## src/rtl/kule_seq_pkg.sv

```systemverilog
// Shared types and widths for the per-frame sprite pipeline sequencer.
package kule_seq_pkg;

  typedef enum logic [2:0] {
    IDLE  = 3'd0,
    SWAP  = 3'd1,
    CLEAR = 3'd2,
    DRAW  = 3'd3,
    DRAIN = 3'd4,
    DONE  = 3'd5
  } seq_state_t;

  localparam int FRAME_CNT_W  = 16;
  localparam int SPRITE_CNT_W = 8;

  function automatic logic [7:0] sat_inc8(input logic [7:0] value);
    return (value == 8'hFF) ? value : value + 8'd1;
  endfunction

endpackage

```

## src/rtl/frame_edge_detect.sv

```systemverilog
// Turns the vsync level into a single-cycle pulse on its assertion edge.
module frame_edge_detect #(
  parameter bit VSYNC_ACTIVE_LOW = 1'b1
) (
  input  logic clock,
  input  logic reset_n,
  input  logic vsync,
  output logic frame_edge
);

  logic vsync_reg;
  logic active_now;
  logic active_prev;

  // Reset to the deasserted level so a quiet vsync produces no spurious edge.
  always_ff @(posedge clock or negedge reset_n) begin
    if (!reset_n) vsync_reg <= VSYNC_ACTIVE_LOW;
    else          vsync_reg <= vsync;
  end

  assign active_now  = vsync ^ VSYNC_ACTIVE_LOW;
  assign active_prev = vsync_reg ^ VSYNC_ACTIVE_LOW;
  assign frame_edge  = active_now & ~active_prev;

endmodule

```

## src/rtl/frame_sequencer.sv

```systemverilog
// Per-frame controller: swap, clear, draw, then idle until the next frame edge.
module frame_sequencer
  import kule_seq_pkg::*;
#(
  parameter int MAX_SPRITES      = 64,
  parameter int CLEAR_TIMEOUT    = 16,
  parameter int VSYNC_ACTIVE_LOW = 1
) (
  input  logic                    clock,
  input  logic                    reset_n,
  input  logic                    vsync,
  output logic                    swap_req,
  input  logic                    swap_ack,
  output logic                    clear_start,
  input  logic                    clear_busy,
  output logic                    draw_en,
  input  logic                    driver_busy,
  input  logic                    sprite_done,
  input  logic                    queue_empty,
  output logic [FRAME_CNT_W-1:0]  frame_count,
  output logic [SPRITE_CNT_W-1:0] sprites_drawn,
  output logic                    overrun,
  output logic [7:0]              overrun_count
);

  localparam int TIMER_W = (CLEAR_TIMEOUT > 1) ? $clog2(CLEAR_TIMEOUT) : 1;
  localparam logic [TIMER_W-1:0]      TIMER_LAST = TIMER_W'(CLEAR_TIMEOUT - 1);
  localparam logic [SPRITE_CNT_W-1:0] SPRITE_CAP = SPRITE_CNT_W'(MAX_SPRITES);

  seq_state_t              state_reg;
  logic [TIMER_W-1:0]      clear_timer_reg;
  logic                    busy_seen_reg;
  logic [SPRITE_CNT_W-1:0] sprite_cnt_reg;
  logic [SPRITE_CNT_W-1:0] sprite_cnt_next;
  logic                    frame_edge;
  logic                    draw_done;
  logic                    edge_overrun;

  frame_edge_detect #(
    .VSYNC_ACTIVE_LOW(VSYNC_ACTIVE_LOW != 0)
  ) u_edge (
    .clock      (clock),
    .reset_n    (reset_n),
    .vsync      (vsync),
    .frame_edge (frame_edge)
  );

  // Includes this cycle's completion so a pulse coinciding with an exit is counted.
  assign sprite_cnt_next = (sprite_done && (sprite_cnt_reg < SPRITE_CAP))
                         ? sprite_cnt_reg + 1'b1 : sprite_cnt_reg;
  assign draw_done       = (queue_empty && !driver_busy) || (sprite_cnt_next >= SPRITE_CAP);
  assign edge_overrun    = frame_edge &&
                           ((state_reg == SWAP) || (state_reg == CLEAR) || (state_reg == DRAIN));

  always_ff @(posedge clock or negedge reset_n) begin
    if (!reset_n) begin
      state_reg       <= IDLE;
      clear_timer_reg <= '0;
      busy_seen_reg   <= 1'b0;
      sprite_cnt_reg  <= '0;
      swap_req        <= 1'b0;
      clear_start     <= 1'b0;
      draw_en         <= 1'b0;
      frame_count     <= '0;
      sprites_drawn   <= '0;
      overrun         <= 1'b0;
      overrun_count   <= '0;
    end else begin
      clear_start <= 1'b0;
      if (edge_overrun) begin
        overrun       <= 1'b1;
        overrun_count <= sat_inc8(overrun_count);
      end
      case (state_reg)
        IDLE: begin
          if (frame_edge) begin
            state_reg      <= SWAP;
            swap_req       <= 1'b1;
            sprite_cnt_reg <= '0;
          end
        end
        SWAP: begin
          if (swap_ack) begin
            state_reg       <= CLEAR;
            swap_req        <= 1'b0;
            clear_start     <= 1'b1;
            frame_count     <= frame_count + 1'b1;
            clear_timer_reg <= '0;
            busy_seen_reg   <= 1'b0;
          end
        end
        CLEAR: begin
          // The timeout only guards the wait for clear_busy to rise.
          if (busy_seen_reg) begin
            if (!clear_busy) begin
              state_reg <= DRAW;
              draw_en   <= 1'b1;
            end
          end else if (clear_busy) begin
            busy_seen_reg <= 1'b1;
          end else if (clear_timer_reg == TIMER_LAST) begin
            state_reg <= DRAW;
            draw_en   <= 1'b1;
          end else begin
            clear_timer_reg <= clear_timer_reg + 1'b1;
          end
        end
        DRAW: begin
          sprite_cnt_reg <= sprite_cnt_next;
          if (draw_done) begin
            draw_en       <= 1'b0;
            sprites_drawn <= sprite_cnt_next;
            if (frame_edge) begin
              state_reg      <= SWAP;
              swap_req       <= 1'b1;
              sprite_cnt_reg <= '0;
            end else begin
              state_reg <= DONE;
            end
          end else if (frame_edge) begin
            overrun       <= 1'b1;
            overrun_count <= sat_inc8(overrun_count);
            draw_en       <= 1'b0;
            state_reg     <= DRAIN;
          end
        end
        DRAIN: begin
          sprite_cnt_reg <= sprite_cnt_next;
          if (!driver_busy) begin
            sprites_drawn  <= sprite_cnt_next;
            state_reg      <= SWAP;
            swap_req       <= 1'b1;
            sprite_cnt_reg <= '0;
          end
        end
        DONE: begin
          if (frame_edge) begin
            state_reg      <= SWAP;
            swap_req       <= 1'b1;
            sprite_cnt_reg <= '0;
          end
        end
        default: begin
          state_reg <= IDLE;
          swap_req  <= 1'b0;
          draw_en   <= 1'b0;
        end
      endcase
    end
  end

endmodule

```

## config.mk

```make
export PLATFORM = sky130hd
export DESIGN_NAME = frame_sequencer
export DESIGN_NICKNAME = d
export VERILOG_FILES = /design/src/rtl/kule_seq_pkg.sv /design/src/rtl/frame_edge_detect.sv /design/src/rtl/frame_sequencer.sv
export SDC_FILE = /design/constraint.sdc
export NUM_CORES = 1
export LEC_CHECK = 0
export ABC_AREA = 1
export CAP_MARGIN = 10
export CORE_MARGIN = 2
export CORE_UTILIZATION = 25
export CTS_CLUSTER_SIZE = 8
export DETAILED_ROUTE_END_ITERATION = 8
export PLACE_DENSITY = 0.53
export SLEW_MARGIN = 20
export SYNTH_ARGS = -nofsm -noshare
export SYNTH_HDL_FRONTEND = slang
export SYNTH_HIERARCHICAL = 1
export SYNTH_SLANG_ARGS = --single-unit
```

## constraint.sdc

```tcl
create_clock -name clock -period 2.1 [get_ports clock]
set_input_delay 0.42 -clock clock [delete_from_list [all_inputs] [get_ports clock]]
set_output_delay 0.42 -clock clock [all_outputs]
set_load 0.02 [all_outputs]
```

# Word level (Yosys, flattened, before mapping)
# Cells that the tools add are included.
[totals]
register_bits = 53
input_bits = 8
output_inout_bits = 36
wordCells = 110
[op_classes]
add_sub_neg = 4
order_cmp = 2
eq_ne = 16
mux = 51
bitwise_logic = 4
n_reduce_logical = 21
[ops]
columns = ["op", "count"]
rows = [
  ["8-bit two-way mux", 12],
  ["3-bit two-way mux", 10],
  ["8-bit one-hot mux with 3 select lines", 1],
  ["1-bit two-way mux", 18],
  ["16-bit by 1-bit adder with 16-bit output, second input constant", 1],
  ["8-bit by 1-bit adder with 8-bit output, second input constant", 2],
  ["4-bit two-way mux", 4],
  ["8-bit one-hot mux with 2 select lines", 1],
  ["3-bit one-hot mux with 5 select lines", 1],
  ["2-bit != test, second input constant", 6],
  ["8-bit equality test, second input constant", 1],
  ["8-bit by 7-bit >= comparator with 1-bit output, second input constant", 1],
  ["8-bit by 7-bit less-than comparator with 1-bit output, second input constant", 1],
  ["4-bit one-hot mux with 2 select lines", 1],
  ["4-bit AND reduction", 2],
  ["3-bit by 2-bit equality test with 1-bit output, second input constant", 2],
  ["3-bit equality test, second input constant", 2],
  ["2-bit AND reduction", 3],
  ["6-bit AND reduction", 1],
  ["1-bit one-hot mux with 5 select lines", 1],
  ["5-bit AND reduction", 1],
  ["4-bit by 1-bit adder with 4-bit output, second input constant", 1],
  ["4-bit equality test, second input constant", 1],
  ["2-bit nonzero test", 2],
  ["16 further kinds", 22],
]

# Longest topological paths before layout
[depth]
word_depth = 8
mapped_depth = 13
mapped_depth_nobuf = 13

# Modules after synthesis
# Netlist, hierarchy kept.
[by_module_without_submodules]
columns = ["mod", "instances", "cells_each", "area_per_inst_um2", "seq_area_each_um2"]
rows = [
  ["frame_sequencer", 1, 432, 3165.5, 1301.2],
  ["frame_edge_detect", 1, 3, 36.3, 26.3],
]

# Worst setup path after synthesis
# Ideal clock, no wire load.
[synth_path]
path_kind = "flip-flop to flip-flop"
start = "reg overrun_count[0]"
end = "reg overrun_count[0]"
setup_ns = 0.117
arrival_time_ns = 1.526
required_ns = 1.983
slack_ns = 0.458
path_stages_with_launch = 14
path_buffers = 0
synth_period_minus_slack_ns = 1.642
path_cell_list = "dfrtp_1 -> ha_1 -> nand2_1 -> nor2_2 -> nand2_2 -> clkinv_1 -> nand2_1 -> nand2_1 -> nand2_1 -> nand2_1 -> nand2_1 -> nand2_1 -> nand2_1 -> nand2_1"
[synth_via]
elab_chain_cells = 6
word_cells_on_any_way = 7
cone_classes = "add/sub (1); eq/ne (1); mux (5)"
[synth_lines]
columns = ["item", "line_no", "text"]
rows = [
  ["from (decl)", "frame_sequencer.sv:23", "output logic [7:0] overrun_count"],
  ["from (signal assigned)", "frame_sequencer.sv:72", "overrun_count <= sat_inc8(overrun_count);"],
  ["from (signal assigned)", "frame_sequencer.sv:122", "overrun_count <= sat_inc8(overrun_count);"],
  ["8-bit by 1-bit adder with 8-bit output or 8-bit equality test (tied branches)", "kule_seq_pkg.sv:17", "return (value == 8'hFF) ? value : value + 8'd1;"],
  ["8-bit two-way mux", "kule_seq_pkg.sv:17", ""],
  ["8-bit two-way mux", "frame_sequencer.sv:70", "if (edge_overrun) begin"],
  ["8-bit two-way mux", "frame_sequencer.sv:120", "end else if (frame_edge) begin"],
  ["8-bit two-way mux", "frame_sequencer.sv:110", "if (draw_done) begin"],
  ["8-bit two-way mux *", "frame_sequencer.sv:74", "case (state_reg)"],
]
# Mark *: on every way between the ends. The rest lies on a longest branch, timed or not.
# A chain may end at the register's enable or synchronous reset.

# Final worst setup path
[layout_path]
start = "reg overrun_count[5]"
end = "out overrun_count[5]"
# No word-level cell between the ends.

==> impl_metrics.prom <==
# TYPE chip_impl_metric gauge
chip_impl_metric{name="min_period",unit="ns"} 1.86
chip_impl_info{name="cts_tree",value="done"} 1
chip_impl_metric{name="synth_area",unit="sq mm"} 0.00320
chip_impl_info{name="largest-register",value="frame_count"} 1
chip_impl_metric{name="place_congestion",unit=""} 0.866
chip_impl_metric{name="grt_overflow",unit=""} 0
chip_impl_metric{name="post-place-cells",unit=""} 651
chip_impl_metric{name="cp.depth",unit=""} 1
chip_impl_metric{name="largest_net_degree_at_the_start_of_global_routing",unit=""} 23
chip_impl_metric{name="cts-htree-levels",unit=""} 2
chip_impl_metric{name="grt_pass1_vias",unit=""} 2803
chip_impl_info{name="setup.worst_path.start_class",value="flop"} 1
chip_impl_metric{name="postCtsSetupRepairBufs",unit=""} 0
chip_impl_metric{name="fp.dieArea",unit="sq mm"} 0.0137
chip_impl_metric{name="timing_hold_violations_final",unit=""} 0
chip_impl_metric{name="worst_path_largest_cell_delay",unit="ns"} 0.66
chip_impl_metric{name="post_dp_hpwl",unit="um"} 5720
chip_impl_metric{name="ys_warnings",unit=""} 6
chip_impl_metric{name="antenna_violations_before_repair",unit=""} 0
chip_impl_metric{name="setup_ws",unit="ns"} 0.236
chip_impl_metric{name="reg2reg_setup_slack",unit="ns"} 0.33
chip_impl_metric{name="drv_cap",unit=""} 0
chip_impl_metric{name="power_switching",unit="mW"} 1.88
chip_impl_metric{name="ant_nets",unit=""} 0
chip_impl_metric{name="clock_network_power_share",unit="%"} 20.9
chip_impl_metric{name="synthDominantCellAreaShare",unit="%"} 40.6
chip_impl_metric{name="post_synth.cell_area_avg",unit="sq um"} 7.36
chip_impl_info{name="setup.worst_path.end_class",value="output pin"} 1
chip_impl_metric{name="final-max-slew-violation-count",unit=""} 0
chip_impl_info{name="worstReg2RegStart",value="overrun_count[0]$_DFF_PN0_"} 1
chip_impl_metric{name="syn2layout_area_growth",unit="%"} 26.1
chip_impl_metric{name="synth_sequential_area_ratio",unit="%"} 41.5
chip_impl_info{name="outcome",value="finished clean"} 1
chip_impl_metric{name="power.leakage",unit="nW"} 1.92
chip_impl_metric{name="wl_per_cell",unit="um"} 11.6
chip_impl_metric{name="syn_nets",unit=""} 447
chip_impl_metric{name="cts_num_sinks",unit=""} 53
chip_impl_metric{name="antenna_cells_inserted",unit=""} 0
chip_impl_info{name="r2r_end",value="overrun_count[0]$_DFF_PN0_"} 1
chip_impl_metric{name="synth_cells",unit=""} 435
chip_impl_metric{name="clock_insertion_delay_worst_skew",unit="ns"} 0.29
chip_impl_metric{name="hold_buffers",unit=""} 0
chip_impl_metric{name="final_nets",unit=""} 498
chip_impl_metric{name="flip_flop_and_latch_count_after_synthesis",unit=""} 53
chip_impl_metric{name="drc",unit=""} 0
chip_impl_metric{name="die_y",unit="um"} 117
chip_impl_metric{name="post_cts_resized",unit=""} 0
chip_impl_metric{name="cell_internal_pwr",unit="mW"} 2.62
chip_impl_metric{name="starting_density",unit="%"} 25.5
chip_impl_metric{name="postRouteWirelength",unit="um"} 7640
chip_impl_info{name="hp-class",value="input port to asynchronous set/reset pin"} 1
chip_impl_info{name="critical_path_class",value="flop to output pin"} 1
chip_impl_metric{name="power.total",unit="mW"} 4.49
chip_impl_info{name="rsz0062_at_grt",value="no"} 1
chip_impl_info{name="synthMostInstantiatedCell",value="nand2_1"} 1
chip_impl_metric{name="worstPathMaxFanout",unit=""} 9
chip_impl_metric{name="drt_iter0_drc",unit=""} 140
chip_impl_metric{name="placeableCoreArea",unit="sq mm"} 0.0126
chip_impl_metric{name="ff2ff_path_depth",unit=""} 13
chip_impl_metric{name="worstMarginPinSlew",unit="ns"} 0.498
chip_impl_metric{name="number_of_flip_flops_under_the_largest_register_name",unit=""} 16
chip_impl_metric{name="irDropWorstVdd",unit="V"} 0.000480
chip_impl_metric{name="p_per_area",unit="mW/mm^2"} 1110
chip_impl_metric{name="first_pass_iters",unit=""} 4
chip_impl_metric{name="drive_gt1_share",unit="%"} 11.7
chip_impl_info{name="yosysTopAreaCell",value="dfrtp_1"} 1
chip_impl_metric{name="cts-buffers-inserted",unit=""} 5
chip_impl_metric{name="max-slew-margin-rel",unit="%"} 66.8
chip_impl_metric{name="clkTransAtPathRegs",unit="ns"} 0.07
chip_impl_metric{name="core.rowCount",unit=""} 41
chip_impl_info{name="synth_top_cells_by_count",value="nand2_1 (186), dfrtp_1 (52), inv_1 (27)"} 1
chip_impl_info{name="critical-path-top-delay-family",value="buffers and inverters"} 1
chip_impl_metric{name="critical_path.n_buffers_inverters",unit=""} 1
chip_impl_metric{name="global_route_wire_length_before_repair",unit="um"} 13000
chip_impl_info{name="cpMaxStageDelayCell",value="clkdlybuf4s50_1"} 1
chip_impl_info{name="critical_path.endpoint",value="overrun_count[5]"} 1
chip_impl_metric{name="grt_util_all_layers",unit="%"} 11.8
chip_impl_metric{name="setup_viol",unit=""} 0
chip_impl_info{name="synth.area.top_cells",value="dfrtp_1 (41%), nand2_1 (22%), xor2_1 (3.6%)"} 1
chip_impl_metric{name="power_frac_comb",unit="%"} 44.5
chip_impl_info{name="setup.worst_path.start",value="overrun_count[5]$_DFF_PN0_"} 1
chip_impl_metric{name="floorplan.io_pins",unit=""} 44
chip_impl_metric{name="setup_tns",unit="ns"} 0
chip_impl_metric{name="p_seq_share",unit="%"} 34.6
chip_impl_metric{name="ys_types",unit=""} 35
chip_impl_metric{name="cts_max_path_buffers",unit=""} 2
chip_impl_metric{name="max_clock_skew",unit="ns"} 0.00960
chip_impl_metric{name="placement.setup.worst_slack",unit="ns"} 0.104
chip_impl_metric{name="worstPathArrival",unit="ns"} 1.44
chip_impl_info{name="clock_tree.root_cell",value="clkbuf_16"} 1
chip_impl_metric{name="dr_total_vias",unit=""} 2828
chip_impl_metric{name="synth-edff-count",unit=""} 0
chip_impl_metric{name="asyncSetResetFlopFracSynth",unit="%"} 100
chip_impl_metric{name="swShare",unit="%"} 41.8
chip_impl_info{name="crit_path_cell_trace",value="clkdlybuf4s50_1"} 1
chip_impl_metric{name="routed_via_density",unit=""} 4.29
chip_impl_metric{name="period_share",unit="%"} 88.8
chip_impl_metric{name="die_w",unit="um"} 117
chip_impl_metric{name="final_cell_count_no_fill",unit=""} 659
chip_impl_metric{name="io_buffer_count",unit=""} 43
chip_impl_info{name="postSynth.topFlopCell",value="dfrtp_1"} 1
chip_impl_metric{name="worstPathRequired",unit="ns"} 1.68
chip_impl_metric{name="highest_achievable_clock_rate",unit="MHz"} 536
-- kinds of logic (layout without fill, tap and decap cells) --
kind of cell,Yosys count,in the layout,share of synthesized area [%]
muxes,1,1,0.313
xor gates and xnor gates,22,22,6.02
DFF,53,53,41.5
buffers and inverters,46,98,6.13
adders and majority gates,4,4,1.56
AOI/OAI and AO/OA,33,33,6.06
and+or+nand+nor,276,276,38.5
-- power groups by stage --
stage / combinational [mW] / clock [mW] / sequential, mW
final: 2.00 / 0.938 / 1.56
after global routing: 2.25 / 1.00 / 1.60
after CTS: 2.03 / 0.968 / 1.56
after detailed placement: 2.02 / 0 / 1.57
after global placement: 1.99 / 0 / 1.57
after floorplan: 1.20 / 0 / 1.72
-- final cells by class --
cell class                 count  area (sq um)
fill                        1333          8530
clock inverter                 2          35.0
timing repair buffer          53           513
sequential                    53          1330
clock buffer                   6           129
multi-input combinational    336          1680
tap                          172           215
inverter                      37           139
-- how the worst min path moves through the flow --
stage,startpoint,slack (ns),to,cells after the start
2_1_floorplan,reset_n,0.12,busy_seen_reg$_DFFE_PN0P_,0
3_3_place_gp,reset_n,0.40,frame_count[2]$_DFFE_PN0P_,1
3_5_place_dp,reset_n,0.42,frame_count[2]$_DFFE_PN0P_,1
4_1_cts,reset_n,0.10,frame_count[13]$_DFFE_PN0P_,1
5_1_grt,reset_n,0.12,frame_count[1]$_DFFE_PN0P_,1
6_report,reset_n,0.09,frame_count[13]$_DFFE_PN0P_,1
-- cells in the final DEF, fill, tap and decap left out, types with 6 or more instances in the layout --
master and count:
xnor2_1 9, buf_4 9, nand3_1 21, inv_2 9, inv_1 27, nor2_1 23, xor2_1 13, nand4_1 13
o21ai_0 10, o21ai_1 9, dfrtp_1 52, a21oi_1 6, clkdlybuf4s50_1 42, nand2_1 186, nand2_2 10
-- per-layer routing --
layer / vias to the layer above / share of wire (%) / global-route usage (%)
li1: 1477 / - / -
met1: 1290 / 50 / 16.2
met2: 52 / 45 / 19.2
met3: 9 / 3.7 / 2.16
met4: 0 / 1.1 / 2.90
met5: - / 0 / 0
-- stage by stage --
step	util (%)	instance area, sq um	hold WS, ns
2_1_floorplan	-	3200	0.124
3_3_place_gp	30.8	3870	0.404
3_5_place_dp	30.8	3870	0.421
4_1_cts	32.1	4040	0.105
5_1_grt	32.1	4040	0.124
6_report	32.1	4040	0.0885
(Power assumes the default switching activity.)
